`config.mk`:
```
export PLATFORM = sky130hd
export DESIGN_NAME = if_stage
export DESIGN_NICKNAME = d
export VERILOG_FILES = /design/src/rtl/riscv_pkg.sv /design/src/rtl/if_fetch_queue.sv /design/src/rtl/if_stage.sv
export SDC_FILE = /design/constraint.sdc
export NUM_CORES = 1
export LEC_CHECK = 0
export ABC_AREA = 1
export BUFFER_PORTS_ARGS = -buffer_cell sky130_fd_sc_hd__buf_2
export CAP_MARGIN = 20
export CELL_PAD_IN_SITES_DETAIL_PLACEMENT = 0
export CELL_PAD_IN_SITES_GLOBAL_PLACEMENT = 2
export CORE_MARGIN = 5
export CORE_UTILIZATION = 35
export CTS_CLUSTER_DIAMETER = 120
export DETAILED_ROUTE_END_ITERATION = 8
export GPL_TIMING_DRIVEN = 0
export HOLD_SLACK_MARGIN = 0.1
export PLACE_DENSITY_LB_ADDON = 0.1
export SLEW_MARGIN = 20
export SYNTH_ARGS = -nofsm -noshare
export SYNTH_HDL_FRONTEND = slang
export SYNTH_SLANG_ARGS = --single-unit
```
`constraint.sdc`:
```
create_clock -name clk -period 7.7 [get_ports clk]
set_input_delay 0.385 -clock clk [delete_from_list [all_inputs] [get_ports clk]]
set_output_delay 0.385 -clock clk [all_outputs]
set_load 0.01 [all_outputs]
```
`src/rtl/riscv_pkg.sv`:
```
// ============================================================================
//  Module   : riscv_pkg
//  Brief    : Shared RV32I fetch-side constants and the fetch FSM state type.
//  Revision : 1.0 - initial release
// ============================================================================
`default_nettype none

package riscv_pkg;
    localparam int          XLEN      = 32;
    localparam logic [31:0] NOP_INSTR = 32'h0000_0013;
    localparam logic [31:0] PC_STEP   = 32'd4;

    typedef enum logic [0:0] {
        RUN   = 1'b0,
        FLUSH = 1'b1
    } fetch_state_e;
endpackage

`default_nettype wire

```
`src/rtl/if_fetch_queue.sv`:
```
// ============================================================================
//  Module   : if_fetch_queue
//  Brief    : In-order fetch queue; entries are reserved at request time and
//             filled by responses, head is presented to decode once filled.
//  Revision : 1.0 - initial release
// ============================================================================
`default_nettype none

module if_fetch_queue
    import riscv_pkg::*;
#(
    parameter int DEPTH = 2,
    parameter int CW    = $clog2(DEPTH + 1)
) (
    input  logic            clk,
    input  logic            reset_n,
    input  logic            flush,
    input  logic            reserve,
    input  logic [XLEN-1:0] reserve_pc,
    input  logic            fill,
    input  logic [XLEN-1:0] fill_data,
    input  logic            pop,
    output logic            head_filled,
    output logic [XLEN-1:0] head_pc,
    output logic [XLEN-1:0] head_data,
    output logic [CW-1:0]   occupancy,
    output logic [CW-1:0]   unfilled
);
    localparam int PW = $clog2(DEPTH);

    logic [XLEN-1:0] r_pc_mem   [DEPTH];
    logic [XLEN-1:0] r_data_mem [DEPTH];
    logic [DEPTH-1:0] r_filled;
    logic [PW-1:0]   r_head;
    logic [PW-1:0]   r_tail;
    logic [PW-1:0]   r_fill_ptr;
    logic [CW-1:0]   r_count;
    logic [CW-1:0]   r_unfilled;

    always_ff @(posedge clk or negedge reset_n) begin
        if (!reset_n) begin
            r_head     <= '0;
            r_tail     <= '0;
            r_fill_ptr <= '0;
            r_count    <= '0;
            r_unfilled <= '0;
            r_filled   <= '0;
        end else if (flush) begin
            r_head     <= '0;
            r_tail     <= '0;
            r_fill_ptr <= '0;
            r_count    <= '0;
            r_unfilled <= '0;
            r_filled   <= '0;
        end else begin
            if (reserve) r_tail     <= r_tail + PW'(1);
            if (fill)    r_fill_ptr <= r_fill_ptr + PW'(1);
            if (pop)     r_head     <= r_head + PW'(1);
            r_count    <= r_count + CW'(reserve) - CW'(pop);
            r_unfilled <= r_unfilled + CW'(reserve) - CW'(fill);
            // A popped head may be re-reserved in the same cycle when full; fill targets an older slot.
            if (pop)     r_filled[r_head]     <= 1'b0;
            if (reserve) r_filled[r_tail]     <= 1'b0;
            if (fill)    r_filled[r_fill_ptr] <= 1'b1;
        end
    end

    always_ff @(posedge clk) begin
        if (reserve && !flush) r_pc_mem[r_tail] <= reserve_pc;
        if (fill && !flush)    r_data_mem[r_fill_ptr] <= fill_data;
    end

    assign head_filled = r_filled[r_head];
    assign head_pc     = r_pc_mem[r_head];
    assign head_data   = r_data_mem[r_head];
    assign occupancy   = r_count;
    assign unfilled    = r_unfilled;
endmodule

`default_nettype wire

```
`src/rtl/if_stage.sv`:
```
// ============================================================================
//  Module   : if_stage
//  Brief    : RV32I instruction-fetch stage: PC, imem request channel, drop
//             accounting after redirect. IF_PERF_CNT_EN adds fetch_count.
//  Revision : 1.0 - initial release
// ============================================================================
`default_nettype none

module if_stage
    import riscv_pkg::*;
#(
    parameter logic [31:0] RESET_PC   = 32'h0000_0000,
    parameter int          FIFO_DEPTH = 2
) (
    input  logic        clk,
    input  logic        reset_n,
    output logic        imem_req_valid,
    input  logic        imem_req_ready,
    output logic [31:0] imem_req_addr,
    input  logic        imem_rsp_valid,
    input  logic [31:0] imem_rsp_data,
    input  logic        redirect_valid,
    input  logic [31:0] redirect_pc,
    input  logic        stall,
    output logic        instr_valid,
    output logic [31:0] instr,
`ifdef IF_PERF_CNT_EN
    output logic [31:0] fetch_count,
`endif
    output logic [31:0] pc_out
);
    localparam int            c_CW    = $clog2(FIFO_DEPTH + 1);
    localparam logic [c_CW:0] c_DEPTH = (c_CW + 1)'(FIFO_DEPTH);

    fetch_state_e    r_state;
    fetch_state_e    w_state_next;
    logic [31:0]     r_pc;
    logic [c_CW-1:0] r_drop_cnt;
    logic [c_CW-1:0] w_drop_next;
    logic [c_CW-1:0] w_drop_sum;
    logic [c_CW-1:0] w_occ;
    logic [c_CW-1:0] w_unfilled;
    logic [c_CW:0]   w_budget;
    logic            w_head_filled;
    logic [31:0]     w_head_pc;
    logic [31:0]     w_head_data;
    logic            w_pop;
    logic            w_fill;
    logic            w_reserve;

    assign w_pop = w_head_filled & ~stall & ~redirect_valid;

    // A slot freed by this cycle's pop may be re-issued at once, giving 1 instr/cycle.
    assign w_budget       = {1'b0, w_occ} + {1'b0, r_drop_cnt} - {{c_CW{1'b0}}, w_pop};
    assign imem_req_valid = reset_n & ~redirect_valid & (w_budget < c_DEPTH);
    assign imem_req_addr  = r_pc;
    assign w_reserve      = imem_req_valid & imem_req_ready;
    assign w_fill         = imem_rsp_valid & (r_state == RUN) & ~redirect_valid;
    assign w_drop_sum     = r_drop_cnt + w_unfilled - c_CW'(imem_rsp_valid);

    always_comb begin
        w_state_next = r_state;
        w_drop_next  = r_drop_cnt;
        if (redirect_valid) begin
            w_drop_next  = w_drop_sum;
            w_state_next = (w_drop_sum != '0) ? FLUSH : RUN;
        end else begin
            case (r_state)
                RUN: begin
                    w_state_next = RUN;
                end
                FLUSH: begin
                    if (imem_rsp_valid) begin
                        w_drop_next = r_drop_cnt - c_CW'(1);
                        if (r_drop_cnt == c_CW'(1)) w_state_next = RUN;
                    end
                end
                default: w_state_next = RUN;
            endcase
        end
    end

    always_ff @(posedge clk or negedge reset_n) begin
        if (!reset_n) begin
            r_state    <= RUN;
            r_drop_cnt <= '0;
            r_pc       <= RESET_PC;
        end else begin
            r_state    <= w_state_next;
            r_drop_cnt <= w_drop_next;
            if (redirect_valid) r_pc <= redirect_pc & ~32'h3;
            else if (w_reserve) r_pc <= r_pc + PC_STEP;
        end
    end

    if_fetch_queue #(
        .DEPTH (FIFO_DEPTH),
        .CW    (c_CW)
    ) u_queue (
        .clk         (clk),
        .reset_n     (reset_n),
        .flush       (redirect_valid),
        .reserve     (w_reserve),
        .reserve_pc  (r_pc),
        .fill        (w_fill),
        .fill_data   (imem_rsp_data),
        .pop         (w_pop),
        .head_filled (w_head_filled),
        .head_pc     (w_head_pc),
        .head_data   (w_head_data),
        .occupancy   (w_occ),
        .unfilled    (w_unfilled)
    );

    assign instr_valid = w_head_filled;
    assign instr       = w_head_filled ? w_head_data : NOP_INSTR;
    assign pc_out      = w_head_filled ? w_head_pc : 32'h0;

`ifdef IF_PERF_CNT_EN
    logic [31:0] r_fetch_count;
    always_ff @(posedge clk or negedge reset_n) begin
        if (!reset_n)   r_fetch_count <= '0;
        else if (w_pop) r_fetch_count <= r_fetch_count + 32'd1;
    end
    assign fetch_count = r_fetch_count;
`endif

`ifndef SYNTHESIS
    a_rsp_has_slot: assert property (@(posedge clk) disable iff (!reset_n)
        imem_rsp_valid |-> ((r_state == FLUSH) ? (r_drop_cnt != '0) : (w_unfilled != '0)));
`endif
endmodule

`default_nettype wire
```
## Yosys cells after proc, flatten, opt, wreduce, memory -nomap -nowiden

Memory sizes are Yosys's and may differ from the RTL's.
Index checks and enable logic that the tools add are counted.
W data, S select, Z words.

| cells by class | value |
|---|---|
| mux-type cells | 38 |
| multipliers | 0 |
| div/mod/pow operators | 0 |
| magnitude comparators | 7 |
| add/subtract/negate cells | 13 |
| reductions and logical operators | 13 |
| bitwise logic cells | 15 |
| equality and inequality tests | 1 |
| shift operators | 0 |

Operators with widths:

| cell | number |
|---|---|
| $mux W32 | 4 |
| $add A32 B3 Y32 const B | 1 |
| $mux W2 | 11 |
| $mux W1 | 19 |
| $reduce_bool A2 Y1 | 6 |
| $and A1 B1 Y1 | 7 |
| $lt A1 B2 Y1 const B | 3 |
| $sub A2 B1 Y2 | 3 |
| $logic_and A1 B1 Y1 | 5 |
| $add A2 B1 Y2 | 2 |
| $and A2 B2 Y2 | 2 |
| $not A2 Y2 | 2 |
| $add A1 B1 Y1 const B | 3 |
| $add A2 B2 Y3 | 1 |
| $demux W1 S1 | 3 |
| $ge A1 B1 Y1 const B | 3 |
| $lt A3 B2 Y1 const B | 1 |
| $not A1 Y1 | 3 |
| $sub A3 B1 Y3 | 1 |
| $add A2 B2 Y2 | 1 |
| $eq A2 B1 Y1 const B | 1 |
| $or A2 B2 Y2 | 1 |
| $pmux W1 S2 | 1 |
| $reduce_and A2 Y1 | 1 |
| 2 further kinds | 2 |

| word-level totals | value |
|---|---|
| logic and storage cells | 98 |
| bits in writable memories | 128 |
| latch bits | 0 |
| flip-flop bits (word level) | 44 |
| output and inout bits | 98 |
| memories | 2 |
| bits in read-only memories | 0 |

Memories:

| name | depth | bits a word | read ports | clocked after memory_dff | wr ports | line | RTL |
|---|---|---|---|---|---|---|---|
| u_queue.r_data_mem | 2 | 32 | 1 | 0 | 1 | if_fetch_queue.sv:32 | `logic [XLEN-1:0] r_data_mem [DEPTH];` |
| u_queue.r_pc_mem | 2 | 32 | 1 | 0 | 1 | if_fetch_queue.sv:31 | `logic [XLEN-1:0] r_pc_mem [DEPTH];` |

## Longest topological paths before layout

Gate-level depths: netlist of the first run.

| depth | value |
|---|---|
| depth after elaboration | 14 |
| gate-level depth with buffers | 17 |
| depth with buffers taken out | 16 |

## Hierarchy

From an unflattened synthesis of the first run, not the netlist that was laid out.

| unflattened totals | value |
|---|---|
| cells, all modules | 912 |
| area total of the unflattened synthesis | 8204.1 um^2 |

Modules (own cells, without submodules):

| module | cells each | instances | area an instance (um^2) | seq. area each (um^2) |
|---|---|---|---|---|
| if_fetch_queue | 398 | 1 | 5166.2 | 4068.9 |
| if_stage | 514 | 1 | 3037.9 | 825.8 |

## Worst setup path before layout of the first run

Ideal clock, no wire load.

| timing path | value |
|---|---|
| path kind | register -> register |
| start | register u_queue.r_head |
| end | memory u_queue.r_pc_mem[0][10] (enable) |
| data arrival time | 3.263 ns |
| cell stages (with the launch flop) | 14 |
| buffers on the path | 2 |
| setup slack | 4.043 ns |
| data required time | 7.306 ns |
| path through | dfrtp_1 buf_2 nand2_1 nand2_1 nand2_1 nor2_1 ha_1 or2_2 fa_1 nand2_1 nor2_2 nand3_2 buf_2 nor2_2 |

| on the way | value |
|---|---|
| cells in the longest elaborated chain, start to end | 11 |

Ends and longest elaborated chain:

| what | line | RTL |
|---|---|---|
| from (decl) | if_fetch_queue.sv:34 | `logic [PW-1:0] r_head;` |
| from (signal assigned) | if_fetch_queue.sv:58 | `if (pop) r_head <= r_head + PW'(1);` |
| $mux W1 (not written as such) (2 in series) | if_fetch_queue.sv:73 | `assign head_filled = r_filled[r_head];` |
| $and A1 B1 Y1 (2 in series) | if_stage.sv:51 | `assign w_pop = w_head_filled & ~stall & ~redirect_valid;` |
| $sub A3 B1 Y3 | if_stage.sv:54 | `assign w_budget = {1'b0, w_occ} + {1'b0, r_drop_cnt} - {{c_CW{1'b0}}, w_pop};` |
| $lt A3 B2 Y1 | if_stage.sv:55 | `assign imem_req_valid = reset_n & ~redirect_valid & (w_budget < c_DEPTH);` |
| $and A1 B1 Y1 | if_stage.sv:55 |  |
| $and A1 B1 Y1 | if_stage.sv:57 | `assign w_reserve = imem_req_valid & imem_req_ready;` |
| $logic_and A1 B1 Y1 | if_fetch_queue.sv:69 | `if (reserve && !flush) r_pc_mem[r_tail] <= reserve_pc;` |
| $mux W1 | if_fetch_queue.sv:69 |  |
| $mux W1 (not written as such) | if_fetch_queue.sv:69 |  |
| to (decl) | if_fetch_queue.sv:31 |  |

No other way between the ends. The select of a mux whose other input is x is not followed.

## Final worst setup path of the first run

| timing path | value |
|---|---|
| start | register u_queue.r_head |
| end | memory u_queue.r_pc_mem[0][2] (enable) |

The elaborated chain is that of the path after synthesis.

==> impl_results.md, run 1 <==
* Status: completed
* Detail Placement HPWL at 16200 um
* Cell internal pwr at 1.75 mW
* # IOs at 168
* FF-to-FF Start: u_queue.r_head
* Antenna violations before repair at 0
* Global-route wire length before repair at 34200 um
* Placed Area at 9450 um2
* CTS Buf Count at 17
* Hold slack at 143 ps
* Setup TNS at 0 ps
* Design area at 10100 um2
* RSZ-0062 raised after global routing: no
* Max Fanout on Critical Path at 19
* RR Endpoint: u_queue.r_pc_mem[0][2]
* Drt pass-1 iters at 4
* Reg-to-reg setup timing slack at 3420 ps
* Sink Count at 166
* Drc violations at 0
* Count of cell types in the netlist at 34
* Clock root buffer: clkbuf_16
* Crit Path Class: register to register
* Final Max Slew Viols at 0
* Per-cell routed wire length at 14.9 um
* Syn. warnings at 0
* Hold depth at 1
* Slew margin rel. at 0.507
* Avg Synthesized Cell Area at 8.67 um2
* Via density at 4.23
* R2R cell count at 14
* DR iter-0 viols at 307
* Non-Filler Instances at 1461
* Final wirelength at 21800 um
* Die H at 163 um
* Worst min-delay path startpoint: imem_rsp_data[9]
* Post-CTS sizing at 0
* Hold Path End: u_queue.r_data_mem[1][9]
* Hold Path Class: input pin to register
* Worst-Margin Slew at 739 ps
* GP Congestion at 0.803
* DP Cell Count at 1429
* N_diodes at 0
* Finish-stage setup viols at 0
* Syn Inst Count at 945
* Max Cap Viol at 0
* Post-synth EDFFs at 124
* H-tree levels at 4
* I/O Buffers at 160
* Cell row count at 56
* Synth Register Bits at 166
* Clock power share at 0.334
* Period minus WS final at 4280 ps
* Share of cells above drive strength 1 at 0.219
* Fin crit share at 0.555
* Maximum clock path buffer count at 2
* Leak at 5.06 nW
* Switch share at 0.320
* Via count at 6187
* Max Fclk at 0.234 GHz
* Mapped cell area at 8190 um2
* Largest net degree at the start of global routing at 44
* CORE AREA at 23300 um2
* Clock latency on the worst-skew pair at 430 ps
* Synth-to-layout area growth at 22.8%
* Asr flop ratio synth at 0.253
* Combinational Power Share at 0.210
* Final ANT Viol Nets at 0
* Critical Path Sink Type: register
* Grt total ovfl at 0
* GRT Total Usage at 0.170
* WP data arrival at 4410 ps
* Vias in the first global route at 6144
* Sequential area share after synthesis at 0.583
* Post-synth top flop: edfxtp_1
* Die width at 163 um
* CP Data Required Time at 7830 ps
* VDD IR-drop max at 0.135 mV
* Sw Pwr at 0.824 mW
* Pwr dens at 256 nW/um2
* Final hold vios at 0
* Die ar. at 26600 um2
* Clk slew on worst S/H paths at 70 ps
* Final clock skew at 12.0 ps
* CTS tree: done
* Register share of total power at 0.456
* Final nets at 1211
* Startpoint types: register
* Initial Utilization at 0.352
* Setup Fix Bufs, Post-CTS at 0
cell families after synthesis:
| group | after synthesis | share of synthesized area |
|---|---|---|
| other | 1 | 0.000458 |
| and+or+nand+nor | 575 | 0.287 |
| AOI/OAI and AO/OA | 16 | 0.0125 |
| DFF | 166 | 0.583 |
| xor gates and xnor gates | 17 | 0.0182 |
| adders and majority gates | 11 | 0.0177 |
| buffers and inverters | 159 | 0.0811 |
Yosys cell counts (2+ instances only):
cell type,number,area [um2]
a21oi_1,2,10.0
buf_1,5,18.8
buf_2,9,45.0
buf_4,11,82.6
buf_6,2,22.5
clkbuf_1,10,37.5
dfrtp_1,42,1050
edfxtp_1,124,3720
ha_1,10,125
inv_1,117,439
inv_2,5,18.8
nand2_1,446,1670
nand2_2,8,50.1
nand2_4,2,22.5
nand3_1,56,280
nand3_2,3,30.0
nor2_1,44,165
nor2_2,7,43.8
nor2_4,6,67.6
o21a_1,2,15.0
o21ai_0,3,15.0
o21ai_1,2,10.0
o21bai_1,2,15.0
o22ai_1,2,12.5
xnor2_1,8,70.1
xor2_1,9,78.8
flip-flops by register name, summed over array words and instances, names as in the netlist:
name                count
u_queue.r_data_mem     64
u_queue.r_filled        2
imem_req_addr          30
u_queue.r_tail          1
u_queue.r_fill_ptr      1
u_queue.unfilled        2
r_state                 1
u_queue.r_pc_mem       60
u_queue.occupancy       2
u_queue.r_head          1
r_drop_cnt              2
metal layers:
metal	GRT usage	share of wire	vias up
met5	0	0	-
met4	0.0526	0.019	0
met3	0.0344	0.051	25
met2	0.267	0.45	146
met1	0.237	0.48	2730
li1	-	-	3286
placed cells by master (no fill, tap or decap), types with 3 or more instances in the layout:
| master | instances |
|---|---|
| xnor2_1 | 8 |
| buf_1 | 5 |
| inv_2 | 7 |
| dfrtp_1 | 42 |
| clkinvlp_4 | 4 |
| buf_2 | 168 |
| clkbuf_1 | 10 |
| nor2_1 | 43 |
| o21ai_0 | 3 |
| conb_1 | 4 |
| xor2_1 | 9 |
| inv_1 | 115 |
| nor2_4 | 8 |
| nand2_1 | 446 |
| ha_1 | 10 |
| nand3_1 | 56 |
| nor2_2 | 6 |
| nand2_2 | 8 |
| inv_6 | 5 |
| nand3_2 | 3 |
| clkbuf_16 | 17 |
| buf_4 | 12 |
| edfxtp_1 | 124 |
critical path: stages (launching register included):
cell,delay [ps]
dfrtp_1,350
buf_2,260
nand2_1,260
nand2_1,150
nand2_1,80
nor2_1,300
ha_1,300
or2_2,300
fa_1,490
nand2_1,60
nor2_2,140
nand3_2,220
buf_2,320
nor2_4,510
buf_8,240
power by group through the flow:
stage / logic [mW] / registers, mW / clock network, mW
after global routing: 0.629 / 1.19 / 0.916
after CTS: 0.557 / 1.18 / 0.873
after floorplan: 0.342 / 1.17 / 0
after detailed placement: 0.554 / 1.20 / 0
final: 0.541 / 1.18 / 0.861
after global placement: 0.544 / 1.20 / 0
worst max path at each step:
stage                               from                      end  cells after the start
after global placement    u_queue.r_head  u_queue.r_pc_mem[0][24]                     13
after detailed placement  u_queue.r_head  u_queue.r_pc_mem[0][23]                     14
after floorplan           u_queue.r_head  u_queue.r_pc_mem[0][10]                     13
after CTS                 u_queue.r_head  u_queue.r_pc_mem[0][30]                     14
final                     u_queue.r_head   u_queue.r_pc_mem[0][2]                     14
after global routing      u_queue.r_head  u_queue.r_pc_mem[0][30]                     14
metrics by stage:
stage          setup WS [ps]  utilization  power, mW
6_report                3420        0.432       2.58
5_1_grt                 3100        0.432       2.74
4_1_cts                 3300        0.432       2.61
3_5_place_dp            3340        0.406       1.75
3_3_place_gp            2690        0.404       1.74
2_1_floorplan           4040            -       1.51
final cells by class:
class                      count  area (um2)
buffer                        37         206
inverter                     122         458
clock buffer                  17         425
timing repair buffer         163         848
multi-input combinational    623        2780
sequential                   166        4770
fill                        2445       13200
clock inverter                14         168
tap                          319         399
repair_timing:
item                                    in CTS  in global routing
endpoints found under the setup margin       0                  0
endpoints found under the hold margin        0                 42
hold buffers                                 0                  1
(Power assumes the default switching activity.)
==> inputs of run 2 (changes only) <==
ABC_AREA = 0   (was 1)
CORE_UTILIZATION = 36   (was 35)
clock period = 3.95 ns   (was 7.7 ns; I/O delays follow)
==> run 2 against run 1 <==
Non-clock buffer count increased by 57; clock power up 100%; critical path depth unchanged.
==> impl_results.md, run 2 <==
* Startpoint types: register
* Period minus WS final at 3610 ps (-665 ps)
* Cell row count at 51 (-8.9%)
* Crit Path Class: register to register
* Final clock skew at 12.5 ps (+0.451 ps)
* DR iter-0 viols at 215 (-30%)
* Vias in the first global route at 5421 (-12%)
* Worst-Margin Slew at 774 ps (+35.2 ps)
* Drt pass-1 iters at 5 (+1)
* Asr flop ratio synth at 0.253 (unchanged)
* Clock root buffer: clkbuf_16
* Leak at 3.86 nW (-24%)
* Largest net degree at the start of global routing at 45 (+2.3%)
* Max Fanout on Critical Path at 11 (-8)
* Die ar. at 23000 um2 (-13%)
* Clock latency on the worst-skew pair at 430 ps (about the same)
* Hold slack at 145 ps (+2.14 ps)
* Syn Inst Count at 552 (-42%)
* Count of cell types in the netlist at 52 (+53%)
* Mapped cell area at 7220 um2 (-12%)
* Initial Utilization at 0.368 (+0.0163)
* Drc violations at 0 (unchanged)
* Finish-stage setup viols at 0 (unchanged)
* CTS tree: done
* Non-Filler Instances at 1081 (-26%)
* DP Cell Count at 985 (-31%)
* Count leader, synth: edfxtp_1
* Biggest register: u_queue.r_data_mem
* GR Layer Usage met3 at 0.0351 (+0.000676)
* Final ANT Viol Nets at 0 (unchanged)
* Hold Path Class: input pin to register
* Setup WS post-layout at 340 ps (-3080 ps)
* Most frequent cells in the layout: buf_2, edfxtp_1, nor2_1
* Synth top area share at 0.516 (+0.0614)
* Final hold vios at 0 (unchanged)
* Antenna violations before repair at 1 (+1)
* Avg Synthesized Cell Area at 13.1 um2 (+51%)
* Commonest non-fill, non-tap cell in the layout: buf_2
* # IOs at 168 (unchanged)
* Global-route wire length before repair at 29600 um (-13%)
* Maximum clock path buffer count at 2 (unchanged)
* Tot Pwr at 4.76 mW (+85%)
* Met2 Usage GRT at 0.291 (+0.0241)
* Via count at 5309 (-14%)
* Top Usage Layer GRT: met2
* CP Data Required Time at 4260 ps (-3570 ps)
* GRT Total Usage at 0.170 (about the same)
* Max Cap Viol at 0 (unchanged)
* Post-synth top flop: edfxtp_1
* Per-cell routed wire length at 17.8 um (+19%)
* Die H at 152 um (-7.0%)
* Final nets at 883 (-27%)
* VDD IR-drop max at 0.312 mV (+130%)
* Max reg flops at 64 (unchanged)
* I/O Buffers at 161 (+0.63%)
* Share of cells above drive strength 1 at 0.276 (+0.0572)
* Max Fclk at 0.277 GHz (+18%)
* Dpl ws at -921 ps (-4260 ps)
* Sink Count at 166 (unchanged)
* Clk slew on worst S/H paths at 70 ps (about the same)
* Pwr dens at 487 nW/um2 (+90%)
* Synth top cells by count: edfxtp_1, nor2_1, mux2i_1, dfrtp_1, nand2_1
* Die width at 152 um (-7.0%)
* Top post-synthesis cells by area: edfxtp_1, dfrtp_1, mux2i_1, nor2_1, nand2_1
* Post-synth top area cell: edfxtp_1
* M1 GR Usage at 0.219 (-0.0181)
* Setup TNS at 0 ps (unchanged)
* H-tree levels at 4 (unchanged)
* GP Congestion at 0.769 (-4.3%)
* Critical Path Sink Type: register
* Final Max Slew Viols at 0 (unchanged)
* Slew margin rel. at 0.484 (-0.0227)
* Synth Register Bits at 166 (unchanged)
* Post-synth EDFFs at 124 (unchanged)
* Detail Placement HPWL at 13800 um (-15%)
* Status: completed
* Final wirelength at 19200 um (-12%)
* Synth-to-layout area growth at 35.5%
* Via density at 4.91 (+16%)
* WP data arrival at 3920 ps (-490 ps)
* Syn. warnings at 0 (unchanged)
* CORE AREA at 19600 um2 (-16%)
* Sequential area share after synthesis at 0.662 (+0.0787)
* RSZ-0062 raised after global routing: no
* CTS Buf Count at 17 (unchanged)
* Grt total ovfl at 0 (unchanged)
* Fin crit share at 0.914 (+0.359)
run 2: logic make-up after synthesis:
logic type / Yosys count / synth area share
and+or+nand+nor: 179 / 0.117
DFF: 166 / 0.662
AOI/OAI and AO/OA: 70 / 0.0700
muxes: 63 / 0.0874
buffers and inverters: 51 / 0.0296
adders and majority gates: 11 / 0.0201
xor gates and xnor gates: 11 / 0.0133
other: 1 / 0.000520
run 2: timing repair:
action	4_1_cts	5_1_grt
pin swaps	1	0
endpoints found under the hold margin	135	0
hold buffers	62	0
resized for setup	4	3
setup endpoints to repair	83	5
buffers inserted	2	0
run 2: per-layer routing:
metal | share of wire | routed length (um)
met5 | 0 | 0
met4 | 0.014 | 269
met3 | 0.052 | 995
met2 | 0.50 | 9600
met1 | 0.43 | 8320
run 2: final cells by class:
cell class / count / area, um2
multi-input combinational: 338 / 2280
timing repair buffer: 229 / 1560
tap: 265 / 332
fill: 1822 / 9810
clock buffer: 17 / 425
inverter: 22 / 82.6
buffer: 28 / 130
clock inverter: 15 / 190
sequential: 166 / 4770
antenna: 1 / 2.50
run 2: worst max-delay path, stage by stage (launching register included):
cell and delay, ps:
dfrtp_1 510, mux2i_4 260, nor3_4 220, ha_1 270, nand2b_1 150, fa_1 500
and4b_1 200, and2_1 250, inv_1 130, buf_2 240, ha_1 310, inv_1 40
ha_1 180, xnor2_1 170, nor2_1 50
run 2: worst paths after layout:
| kind | from | to | slack [ps] | cells past startpoint |
|---|---|---|---|---|
| hold / removal | stall | u_queue.r_head | 140 | 3 |
| setup / recovery | u_queue.r_head | u_queue.occupancy[1] | 340 | 14 |
| setup reg to reg | u_queue.r_head | u_queue.occupancy[1] | 340 | 14 |
| min in group asynchronous | reset_n | r_drop_cnt[1] | 310 | 2 |
| hold reg to reg | imem_req_addr[29] | u_queue.r_pc_mem[0][29] | 530 | 0 |
| max in group asynchronous | reset_n | imem_req_addr[11] | 3190 | 2 |
run 2: power by group:
| part | switching [mW] | internal (mW) |
|---|---|---|
| Clock | 0.710 | 1.01 |
| Sequential | 0.137 | 2.04 |
| Combinational | 0.481 | 0.375 |
run 2: stage by stage:
| step | util | instance area (um2) |
|---|---|---|
| 6_report | 0.499 | 9780 |
| 5_1_grt | 0.499 | 9780 |
| 4_1_cts | 0.499 | 9770 |
| 3_5_place_dp | 0.433 | 8490 |
| 3_3_place_gp | 0.427 | 8370 |
| 2_1_floorplan | - | 7230 |
==> inputs of run 3 (changes only) <==
PLACE_DENSITY = 0.91   (was default)
PLACE_DENSITY_LB_ADDON = default   (was 0.1)
clock period = 3.9 ns   (was 3.95 ns; I/O delays follow)
==> run 3 against run 2 <==
Clock power is essentially flat; critical path depth shrank 1; clock-buffer cell count is the same; largest power group unchanged; sequential cell count is the same; worst setup slack lost 71 ps; first-iteration DRC count grew 33%; global-route usage shrank 0.15 points; clock skew shrank 3.1 ps; wire length shrank 0.11%; fmax shrank 0.57%; worst hold slack lost 17 ps.
==> impl_results.md, run 3 (synthesized netlist as in run 2, its figures left out) <==
* WL met1 at 8180 um (-1.8%)
* Final Max Slew Viols at 0 (unchanged)
* Design area at 9760 um2 (-0.14%)
* CP endpoint: u_queue.occupancy[0]
* Initial Utilization at 0.368 (unchanged)
* CP Depth at 13 (-1)
* WP data arrival at 3910 ps (about the same)
* GRT Total Usage at 0.168 (-0.00152)
* Met3 Routed Length at 1590 um (+59%)
* Final clock skew at 9.34 ps (-3.13 ps)
* Cell row count at 51 (unchanged)
* Die width at 152 um (unchanged)
* Sink Count at 166 (unchanged)
* Clock latency on the worst-skew pair at 420 ps (about the same)
* Final nets at 883 (unchanged)
* Largest net degree at the start of global routing at 45 (unchanged)
* Final hold vios at 0 (unchanged)
* Biggest register: u_queue.r_data_mem
* CP delay by family, top: adder cells
* WP buf/inv at 3 (unchanged)
* Max reg flops at 64 (unchanged)
* Final wirelength at 19200 um (-0.11%)
* Grt total ovfl at 0 (unchanged)
* # IOs at 168 (unchanged)
* Multi-input logic area at 2270 um2 (-0.49%)
* Max Fclk at 0.275 GHz (-0.57%)
* Max Fanout on Critical Path at 11 (unchanged)
* Hold Path Class: input pin to register
* Commonest non-fill, non-tap cell in the layout: buf_2
* H-tree levels at 4 (unchanged)
* N_diodes at 0 (-1)
* Slew margin rel. at 0.444 (-0.0405)
* Period minus WS final at 3630 ps (+20.9 ps)
* CORE AREA at 19600 um2 (unchanged)
* Pwr dens at 495 nW/um2 (+1.7%)
* Crit Path Class: register to register
* DP Cell Count at 985 (unchanged)
* VDD IR-drop max at 0.307 mV (-1.6%)
* RR Endpoint: u_queue.occupancy[0]
* CP Data Required Time at 4180 ps (-80 ps)
* DR iter-0 viols at 285 (+33%)
* Final ANT Viol Nets at 0 (unchanged)
* Die H at 152 um (unchanged)
* Filler Cell Count at 1744 (-4.3%)
* Non-Filler Instances at 1080 (-0.093%)
* Per-cell routed wire length at 17.7 um (about the same)
* CTS tree: done
* Critical Path Sink Type: register
* FF-to-FF Start: u_queue.r_head
* Most used cell, CP: ha_1
* Reg-to-reg setup timing slack at 270 ps (-70 ps)
* Max Cap Viol at 0 (unchanged)
* Finish-stage setup viols at 0 (unchanged)
* Seq. cell area at 4780 um2 (about the same)
* RSZ-0062 raised after global routing: no
* Drt pass-1 iters at 5 (unchanged)
* Routed wl met2 at 9220 um (-3.9%)
* Highest routed metal layer: met5
* Synth-to-layout area growth at 35.3%
* Die ar. at 23000 um2 (unchanged)
* R2R cell count at 13 (-1)
* Vias in the first global route at 5402 (-0.35%)
* Global-route wire length before repair at 29400 um (-0.58%)
* Detail Placement HPWL at 14000 um (+1.2%)
* GP Congestion at 0.838 (+9.0%)
* CP peak stage delay at 560 ps (+50 ps)
* Clock root buffer: clkbuf_16
* Fin crit share at 0.931 (+0.0171)
* Clk slew on worst S/H paths at 60 ps (about the same)
* Crit. Startpoint: u_queue.r_head
* Maximum clock path buffer count at 2 (unchanged)
* Worst-Margin Slew at 834 ps (+60.7 ps)
* Leak at 3.86 nW (-0.12%)
* Placed Area at 8490 um2 (unchanged)
* CTS Buf Count at 17 (unchanged)
* Via count at 5374 (+1.2%)
* Startpoint types: register
* Most frequent cells in the layout: buf_2, edfxtp_1, nor2_1
* CP Cell Sequence: mux2i_4 -> nor3_1 -> ha_1 -> nand2b_1 -> fa_1 -> and4b_1 -> and2_1 -> inv_1 -> buf_2 -> ha_1 -> inv_1 -> ha_1 -> nor2b_1
* Status: completed
* Antenna violations before repair at 1 (unchanged)
* Crit-path slowest cell: fa_1
* Via density at 4.98 (+1.3%)
* Drc violations at 0 (unchanged)
* Share of cells above drive strength 1 at 0.277 (+0.00123)
* I/O Buffers at 161 (unchanged)
[run 3: worst register-to-register path, stage by stage (launching register included)]
cell and delay, ps:
dfrtp_2 490, mux2i_4 220, nor3_1 240, ha_1 280, nand2b_1 150, fa_1 560
and4b_1 220, and2_1 230, inv_1 120, buf_2 240, ha_1 320, inv_1 40
ha_1 260, nor2b_1 130
[run 3: report_power, final]
| part | total, mW | switching, mW | leakage, nW | internal (mW) |
|---|---|---|---|---|
| sequential | 2.21 | 0.142 | 1.64 | 2.07 |
| clock | 1.74 | 0.714 | 0.301 | 1.02 |
| combinational | 0.883 | 0.500 | 1.91 | 0.383 |
[run 3: worst min-delay path by stage]
stage	startpoint	endpoint	slack, ps	depth (start not counted)
finish	stall	u_queue.r_head	130	3
global placement	imem_rsp_data[10]	u_queue.r_data_mem[1][10]	390	1
floorplan	reset_n	imem_req_addr[10]	-100	0
CTS	stall	u_queue.r_head	110	3
detailed placement	imem_rsp_data[15]	u_queue.r_data_mem[0][15]	390	1
global route	stall	u_queue.r_head	150	3
[run 3: timing repair]
action | in CTS | in global routing
hold endpoints to repair | 135 | 0
setup buffers | 2 | 0
resized for setup | 2 | 4
hold buffers | 62 | 0
pin swaps | 1 | 0
endpoints found under the setup margin | 82 | 32
[run 3: layout make-up]
| cell class | count | share of cell area |
|---|---|---|
| timing repair buffer | 229 | 0.160 |
| clock inverter | 15 | 0.0194 |
| inverter | 22 | 0.00846 |
| tap | 265 | 0.0340 |
| buffer | 28 | 0.0133 |
| multi-input combinational | 338 | 0.232 |
| clock buffer | 17 | 0.0436 |
| sequential | 166 | 0.489 |
[run 3: metal layers]
layer	global-route usage	vias up
li1	-	2541
met1	0.221	2615
met2	0.279	201
met3	0.0440	15
met4	0.0418	2
met5	0	-
[run 3: per-stage QoR]
stage / TNS (ps) / power [mW] / utilization / setup slack (ps) / hold WS [ps]
floorplan: 0 / 2.70 / - / 4.33 / -101
global placement: -111870 / 3.02 / 0.427 / -1940 / 385
detailed placement: -34630 / 3.08 / 0.433 / -875 / 389
CTS: 0 / 4.89 / 0.498 / 38.6 / 112
global route: 0 / 5.07 / 0.498 / 15.8 / 153
finish: 0 / 4.83 / 0.498 / 269 / 127
